### config.mk
export PLATFORM = sky130hd
export DESIGN_NAME = alu_mul_seq_flat
export DESIGN_NICKNAME = d
export VERILOG_FILES = /design/src/rtl/alu_mul_seq_pkg.sv /design/src/rtl/alu_mul_seq_if.sv /design/src/rtl/alu_mul_seq_alu.sv /design/src/rtl/alu_mul_seq.sv /design/src/flat_wrapper.sv
export SDC_FILE = /design/constraint.sdc
export NUM_CORES = 1
export LEC_CHECK = 0
export ABC_AREA = 1
export CAP_MARGIN = 30
export CORE_ASPECT_RATIO = 1.2
export CORE_MARGIN = 4
export CORE_UTILIZATION = 53
export CTS_CLUSTER_DIAMETER = 60
export DETAILED_ROUTE_END_ITERATION = 7
export PLACE_DENSITY = 0.77
export SETUP_SLACK_MARGIN = 0.05
export SYNTH_ARGS = -nofsm -noshare
export SYNTH_HDL_FRONTEND = slang
export SYNTH_HIERARCHICAL = 1
export SYNTH_SLANG_ARGS = --single-unit
### constraint.sdc
create_clock -name clk -period 2.71 [get_ports clk]
set_input_delay 0.542 -clock clk [delete_from_list [all_inputs] [get_ports clk]]
set_output_delay 0.542 -clock clk [all_outputs]
set_load 0.03 [all_outputs]
### src/rtl/alu_mul_seq_pkg.sv
// Shared ALU opcodes and multiplier state encoding.
package alu_mul_seq_pkg;

  localparam logic [3:0] ALU_AND  = 4'b0000;
  localparam logic [3:0] ALU_OR   = 4'b0001;
  localparam logic [3:0] ALU_ADD  = 4'b0010;
  localparam logic [3:0] ALU_SUB  = 4'b0110;
  localparam logic [3:0] ALU_SLTU = 4'b0111;

  typedef enum logic [2:0] {
    ST_IDLE  = 3'd0,
    ST_TEST  = 3'd1,
    ST_ADD   = 3'd2,
    ST_CARRY = 3'd3,
    ST_DONE  = 3'd4
  } mul_state_e;

endpackage

### src/rtl/alu_mul_seq_if.sv
// Core <-> multiplier handshake: start pulse with operands, busy/done with hi/lo product.
interface alu_mul_seq_if #(
  parameter int WIDTH = 32
);
  logic             start;
  logic [WIDTH-1:0] opr_a;
  logic [WIDTH-1:0] opr_b;
  logic             busy;
  logic             done;
  logic [WIDTH-1:0] hi;
  logic [WIDTH-1:0] lo;

  modport master (output start, opr_a, opr_b, input busy, done, hi, lo);
  modport slave  (input start, opr_a, opr_b, output busy, done, hi, lo);
endinterface

### src/rtl/alu_mul_seq_alu.sv
// The execute-stage integer ALU, reused by the multiplier for its adds and unsigned compares.
module alu_mul_seq_alu
  import alu_mul_seq_pkg::*;
#(
  parameter int W = 32
) (
  input  logic [W-1:0] opr1,
  input  logic [W-1:0] opr2,
  input  logic [3:0]   aluop,
  output logic [W-1:0] result
);

  always_comb begin
    result = '0;
    case (aluop)
      ALU_AND:  result = opr1 & opr2;
      ALU_OR:   result = opr1 | opr2;
      ALU_ADD:  result = opr1 + opr2;
      ALU_SUB:  result = opr1 - opr2;
      ALU_SLTU: result = {{(W-1){1'b0}}, (opr1 < opr2)};
      default:  result = '0;
    endcase
  end

endmodule

### src/rtl/alu_mul_seq.sv
// Sequential unsigned WIDTHxWIDTH multiplier: shift-and-add using the shared ALU for every add and carry.
//   state | meaning
//   IDLE  | waiting for start, operands latched on accept
//   TEST  | inspect multiplier LSB; shift right if zero
//   ADD   | sum <= acc_hi + mcand
//   CARRY | carry <= (sum < mcand); shift {carry,sum,acc_lo} right
//   DONE  | one-cycle done pulse, hi/lo valid
module alu_mul_seq
  import alu_mul_seq_pkg::*;
#(
  parameter int WIDTH = 32,
  parameter int CNT_W = 5
) (
  input  logic         clk,
  input  logic         rst,
  alu_mul_seq_if.slave bus
);

  mul_state_e       state;
  logic [WIDTH-1:0] mcand, acc_hi, acc_lo, sum;
  logic [CNT_W-1:0] cnt;
  logic             busy_q, done_q;
  logic [WIDTH-1:0] hi_q, lo_q;

  logic [WIDTH-1:0] alu_opr1, alu_opr2, alu_result;
  logic [3:0]       alu_op;
  logic [WIDTH-1:0] nxt_hi, nxt_lo;
  logic             carry, shift_step, last_step;

  alu_mul_seq_alu #(.W(WIDTH)) u_alu (
    .opr1   (alu_opr1),
    .opr2   (alu_opr2),
    .aluop  (alu_op),
    .result (alu_result)
  );

  always_comb begin
    alu_opr1 = '0;
    alu_opr2 = '0;
    alu_op   = ALU_AND;
    case (state)
      ST_ADD: begin
        alu_opr1 = acc_hi;
        alu_opr2 = mcand;
        alu_op   = ALU_ADD;
      end
      ST_CARRY: begin
        alu_opr1 = sum;
        alu_opr2 = mcand;
        alu_op   = ALU_SLTU;
      end
      default: ;
    endcase
  end

  // The add wrapped exactly when the truncated sum is below mcand.
  always_comb begin
    carry  = 1'b0;
    nxt_hi = acc_hi;
    nxt_lo = acc_lo;
    case (state)
      ST_TEST: begin
        nxt_hi = {1'b0, acc_hi[WIDTH-1:1]};
        nxt_lo = {acc_hi[0], acc_lo[WIDTH-1:1]};
      end
      ST_CARRY: begin
        carry  = alu_result[0];
        nxt_hi = {carry, sum[WIDTH-1:1]};
        nxt_lo = {sum[0], acc_lo[WIDTH-1:1]};
      end
      default: ;
    endcase
  end

  assign shift_step = ((state == ST_TEST) && !acc_lo[0]) || (state == ST_CARRY);
  assign last_step  = (cnt == CNT_W'(WIDTH - 1));

  always_ff @(posedge clk) begin
    if (rst) begin
      state  <= ST_IDLE;
      busy_q <= 1'b0;
      done_q <= 1'b0;
      hi_q   <= '0;
      lo_q   <= '0;
      mcand  <= '0;
      acc_hi <= '0;
      acc_lo <= '0;
      sum    <= '0;
      cnt    <= '0;
    end else begin
      done_q <= 1'b0;
      case (state)
        ST_IDLE: begin
          if (bus.start) begin
            mcand  <= bus.opr_a;
            acc_lo <= bus.opr_b;
            acc_hi <= '0;
            cnt    <= '0;
            busy_q <= 1'b1;
            state  <= ST_TEST;
          end
        end
        ST_TEST:  if (acc_lo[0]) state <= ST_ADD;
        ST_ADD: begin
          sum   <= alu_result;
          state <= ST_CARRY;
        end
        ST_CARRY: ;
        ST_DONE:  state <= ST_IDLE;
        default:  state <= ST_IDLE;
      endcase

      if (shift_step) begin
        acc_hi <= nxt_hi;
        acc_lo <= nxt_lo;
        cnt    <= cnt + CNT_W'(1);
        if (last_step) begin
          state  <= ST_DONE;
          busy_q <= 1'b0;
          done_q <= 1'b1;
          hi_q   <= nxt_hi;
          lo_q   <= nxt_lo;
        end else begin
          state  <= ST_TEST;
        end
      end
    end
  end

  assign bus.busy = busy_q;
  assign bus.done = done_q;
  assign bus.hi   = hi_q;
  assign bus.lo   = lo_q;

endmodule

### src/flat_wrapper.sv
// flat-port wrapper written by rule: the top's interface ports become plain ports
module alu_mul_seq_flat import alu_mul_seq_pkg::*;
#(
  parameter int WIDTH = 32,
  parameter int CNT_W = 5
)
  (clk, rst, bus_start, bus_opr_a, bus_opr_b, bus_busy, bus_done, bus_hi, bus_lo);
  alu_mul_seq_if #(.WIDTH(WIDTH)) bus_i ();
  input  logic clk;
  input  logic rst;
  input wire logic [$bits(bus_i.start)-1:0] bus_start;
  input wire logic [$bits(bus_i.opr_a)-1:0] bus_opr_a;
  input wire logic [$bits(bus_i.opr_b)-1:0] bus_opr_b;
  output wire logic [$bits(bus_i.busy)-1:0] bus_busy;
  output wire logic [$bits(bus_i.done)-1:0] bus_done;
  output wire logic [$bits(bus_i.hi)-1:0] bus_hi;
  output wire logic [$bits(bus_i.lo)-1:0] bus_lo;
  assign bus_i.start = bus_start;
  assign bus_i.opr_a = bus_opr_a;
  assign bus_i.opr_b = bus_opr_b;
  assign bus_busy = bus_i.busy;
  assign bus_done = bus_i.done;
  assign bus_hi = bus_i.hi;
  assign bus_lo = bus_i.lo;
  alu_mul_seq #(.WIDTH(WIDTH), .CNT_W(CNT_W)) u_core (.clk(clk), .rst(rst), .bus(bus_i));
endmodule
==> impl_table.tex <==
\begin{tabular}{lr}
\hline
Metric & Value \\
\hline
\multicolumn{2}{l}{\textbf{Status}} \\
Run status & finished, violations left \\
Violated checks & setup timing \\
\multicolumn{2}{l}{\textbf{Final layout}} \\
Share of layout cells above drive strength 1 & 26.9\% \\
Final Instance Area & between 0.02 and 0.025 mm² \\
Fraction of the core area covered by cells at the end of the flow & 78.1\% \\
Diodes inserted & 0 \\
Net count reported at finish & around 3,300 \\
Post-Layout Cell Count & 3,525 \\
Area growth syn-to-layout & 44.8\% \\
\multicolumn{2}{l}{\textbf{Synth}} \\
EDFF count, synth & 0 \\
Synth unique cells & 45 \\
Main combinational cell family by area after synthesis & simple AND/OR/NAND/NOR gates \\
Warnings, synthesis & 6 \\
Avg Synthesized Cell Area & 5.82 µm² \\
Netlist Area Pre-Place & 0.0156 mm² \\
Adder and majority cell fraction of the synthesized area & under 10\% \\
Xor/xnor cell area share of the yosys netlist & 0.0562\% \\
Sequential element share of the synthesized area & 25.9\% \\
Complex-gate fraction of the synthesized area & 10.7\% \\
Post-synth ARST share & 0\% \\
Register bit count reported by yosys & 202 \\
Flip-flop cell with the highest count after synthesis & sky130\_fd\_sc\_hd\_\_dfxtp\_1 \\
Post-Synthesis Cells & 2,679 \\
Mux contribution to synthesized area & 0\% \\
Simple-gate share of the synthesized area & around two fifths \\
\multicolumn{2}{l}{\textbf{Critical path}} \\
Worst EP required & 3.15 ns \\
Maximum fanout encountered on the critical timing path & 6 \\
Crit. End Element & register \\
Class of the most critical setup path & register to register \\
Arrival time of data at the critical path endpoint & roughly 3.3 ns \\
Crit path launch type & register \\
\multicolumn{2}{l}{\textbf{Clock network}} \\
Number of buffers added by the clock tree synthesis step & 27 \\
Clock tree from TritonCTS & done \\
Post-CTS clock slew at the launch and capture registers of the worst setup and hold paths & around 0.06 ns \\
H-tree Lvls & 1 \\
Root buffer selected by CTS & sky130\_fd\_sc\_hd\_\_clkbuf\_16 \\
Number of sinks driven by the clock tree & 202 \\
Clock buffer depth & 3 \\
Clock latency reported for the late side of the worst-skew pair & 0.55 ns \\
Hold buffer count at cts & 0 \\
\multicolumn{2}{l}{\textbf{Timing}} \\
Maximum clock frequency & 345 MHz \\
Share of the clock period used by the worst path & 107\% \\
Pins Over Slew Limit & 0 \\
Max-slew headroom & 60.4\% \\
Endpoints failing hold & 0 \\
Clock Skews & 0.0132 ns \\
Final setup vio count & 28 \\
Slew @ Worst Pin & 0.594 ns \\
Slack of the critical path & -0.190 ns \\
Setup TNS & -2.71 ns \\
Final worst path period need & 2.90 ns \\
Setup repair after global routing missed its margin & yes \\
\multicolumn{2}{l}{\textbf{Power and ir drop}} \\
Sw Share & 36.5\% \\
Static leakage & approximately 11 nW \\
Part of the total power dissipated in the clock network & 34.1\% \\
Switching Power & 0.00365 W \\
Cell internal pwr & 0.00636 W \\
Power per Cell Area & 443 mW/mm² \\
Worst supply voltage drop on vdd & about 0.46 mV \\
Relative contribution of sequential cells to total power & 32.9\% \\
Logic pwr share & roughly a third \\
\multicolumn{2}{l}{\textbf{GRT}} \\
Initial antenna violation count & 2 \\
Largest net degree at the start of global routing & 74 \\
Number of global-route vias before repair & 18,600 \\
First-pass GRT wire length & 93.8 mm \\
Total routing usage reported by global routing & 35.8\% \\
Global-route congestion overflow total & 0 \\
\multicolumn{2}{l}{\textbf{Floorplan}} \\
Initial Utilization & 53.9\% \\
Boundary pin count & 133 \\
Cell Rows & 68 \\
DIE WIDTH & 165 µm \\
CORE AREA & 0.0289 mm² \\
Area enclosed by the die boundary & between 0.03 and 0.04 mm² \\
Y dimension of the die & 196 µm \\
\multicolumn{2}{l}{\textbf{Detailed routing}} \\
Per-cell routed wire length & 17.3 µm \\
Vias/cell & between 5 and 6 \\
Wirelength, routed & 61.0 mm \\
Via count & 19,300 \\
Initial DRC Count & 2,022 \\
Count of nets left with antenna violations after detail routing & 0 \\
First-pass DRT Iterations & 6 \\
DRC violations left & 0 \\
\multicolumn{2}{l}{\textbf{Placed design}} \\
DP HPWL & 42.7 mm \\
Global placer's final weighted congestion & approximately 1.0 \\
Total instance count after detailed placement & 3,426 \\
Total of buffers placed on input and output ports & 132 \\
Post-place setup slack & -0.570 ns \\
Placement Cell Area & 0.0196 mm² \\
\multicolumn{2}{l}{\textbf{Hold path}} \\
Worst hold-check path type & register to register \\
\multicolumn{2}{l}{\textbf{Flow run}} \\
Maxcap violations & 0 \\
\hline
\end{tabular}
## final cells by class
type / instances / area [µm²]
Timing Repair Buffer: 542 / 4720
Clock inverter: 11 / 95.1
Sequential cell: 202 / 4060
Multi-Input combinational cell: 1937 / 10900
Timing Repair inverter: 1 / 11.3
Fill cell: 2168 / 6330
Tap cell: 385 / 482
Inverter: 411 / 1570
Clock buffer: 36 / 729
## cells in the mapped netlist (15+ instances only)
master	count	share of area [%]
sky130_fd_sc_hd__inv_1	405	9.7
sky130_fd_sc_hd__o21ai_1	26	0.83
sky130_fd_sc_hd__nor2_1	229	5.5
sky130_fd_sc_hd__ha_1	104	8.3
sky130_fd_sc_hd__buf_4	23	1.1
sky130_fd_sc_hd__a21oi_1	102	3.3
sky130_fd_sc_hd__o22ai_1	20	0.80
sky130_fd_sc_hd__dfxtp_1	202	26
sky130_fd_sc_hd__nand3_1	289	9.3
sky130_fd_sc_hd__nand4_1	15	0.60
sky130_fd_sc_hd__buf_2	43	1.4
sky130_fd_sc_hd__nand2_1	928	22
sky130_fd_sc_hd__clkbuf_1	50	1.2
sky130_fd_sc_hd__o21ai_0	130	4.2
## metrics by stage
step	hold WS [ns]	total power, W
final	0.453	0.0100
after global routing	0.470	0.0105
after CTS	0.454	0.00977
after detailed placement	0.443	0.00608
after global placement	0.442	0.00601
after floorplan	0.430	0.00510
## state kept, by name, summed over array words and instances (netlist names)
register and flops:
u_core/bus.hi 32, u_core/bus.done 1, u_core/bus.lo 32, u_core/acc_hi 32, u_core/acc_lo 32, u_core/sum 32
u_core/mcand 32, u_core/bus.busy 1, u_core/state 3, u_core/cnt 5
## final timing paths
kind                                        from                to  slack [ns]  cells after the start
worst max-delay path             u_core/state[2]    u_core/sum[23]       -0.19                     22
worst min-delay path            u_core/mcand[25]  u_core/mcand[25]        0.45                      2
worst max register to register   u_core/state[2]    u_core/sum[23]       -0.19                     22
worst min register to register  u_core/mcand[25]  u_core/mcand[25]        0.45                      2
## cell families after synthesis
kind of cell               count (synthesis)
AOI/OAI and AO/OA                        309
xor gates and xnor gates                   1
adders and majority gates                106
buffers and inverters                    542
DFF                                      202
other                                      1
and+or+nand+nor                         1518
## power groups by stage
| stage | Sequential, W | Combinational (W) | Clock [W] |
|---|---|---|---|
| after global placement | 0.00333 | 0.00268 | 0 |
| after floorplan | 0.00331 | 0.00180 | 0 |
| after detailed placement | 0.00334 | 0.00275 | 0 |
| after CTS | 0.00328 | 0.00304 | 0.00344 |
| after global routing | 0.00330 | 0.00360 | 0.00359 |
| final | 0.00329 | 0.00330 | 0.00342 |
## metal layers
metal  wire, µm  share of wire, %  global-route usage [%]
met3       5630               9.2                    6.66
met1      23500                39                    44.9
met5         13             0.021                       0
met4       3280               5.4                    15.4
met2      28500                47                    59.8
## worst max-delay path, stage by stage (launching register included)
cell,delay (ns)
sky130_fd_sc_hd__dfxtp_4,0.37
sky130_fd_sc_hd__inv_6,0.08
sky130_fd_sc_hd__nand3_4,0.10
sky130_fd_sc_hd__inv_8,0.10
sky130_fd_sc_hd__clkbuf_16,0.13
sky130_fd_sc_hd__nand2_1,0.06
sky130_fd_sc_hd__nand2_1,0.12
sky130_fd_sc_hd__inv_1,0.09
sky130_fd_sc_hd__ha_4,0.32
sky130_fd_sc_hd__nand2_1,0.11
sky130_fd_sc_hd__nand3_2,0.12
sky130_fd_sc_hd__nand2_1,0.10
sky130_fd_sc_hd__nand2_1,0.13
sky130_fd_sc_hd__nand2_1,0.11
sky130_fd_sc_hd__nand2_2,0.13
sky130_fd_sc_hd__nand2_1,0.10
sky130_fd_sc_hd__nand2_1,0.07
sky130_fd_sc_hd__nand2_1,0.05
sky130_fd_sc_hd__nand3_1,0.06
sky130_fd_sc_hd__nand3_1,0.08
sky130_fd_sc_hd__o21ai_1,0.12
sky130_fd_sc_hd__buf_4,0.16
sky130_fd_sc_hd__nor2_1,0.05
## cells in the final DEF, fill, tap and decap left out, drive strengths merged, types with 15 or more instances in the layout
cell type,synthesis,final
a21oi,107,107
inv,410,418
clkbuf,54,39
ha,104,104
nand2,937,937
clkdlybuf4s50,0,132
nand3,297,297
o22ai,20,20
buf,77,407
nand4,15,15
dfxtp,202,202
o21ai,156,156
nor2,243,243
## timing repair
| action | CTS | global route |
|---|---|---|
| gates resized for setup | 282 | 209 |
| cloned | 3 | 3 |
| endpoints found under the setup margin | 30 | 33 |
| setup buffers | 31 | 15 |
| pin swaps | 63 | 108 |
(Power assumes the default switching activity.)
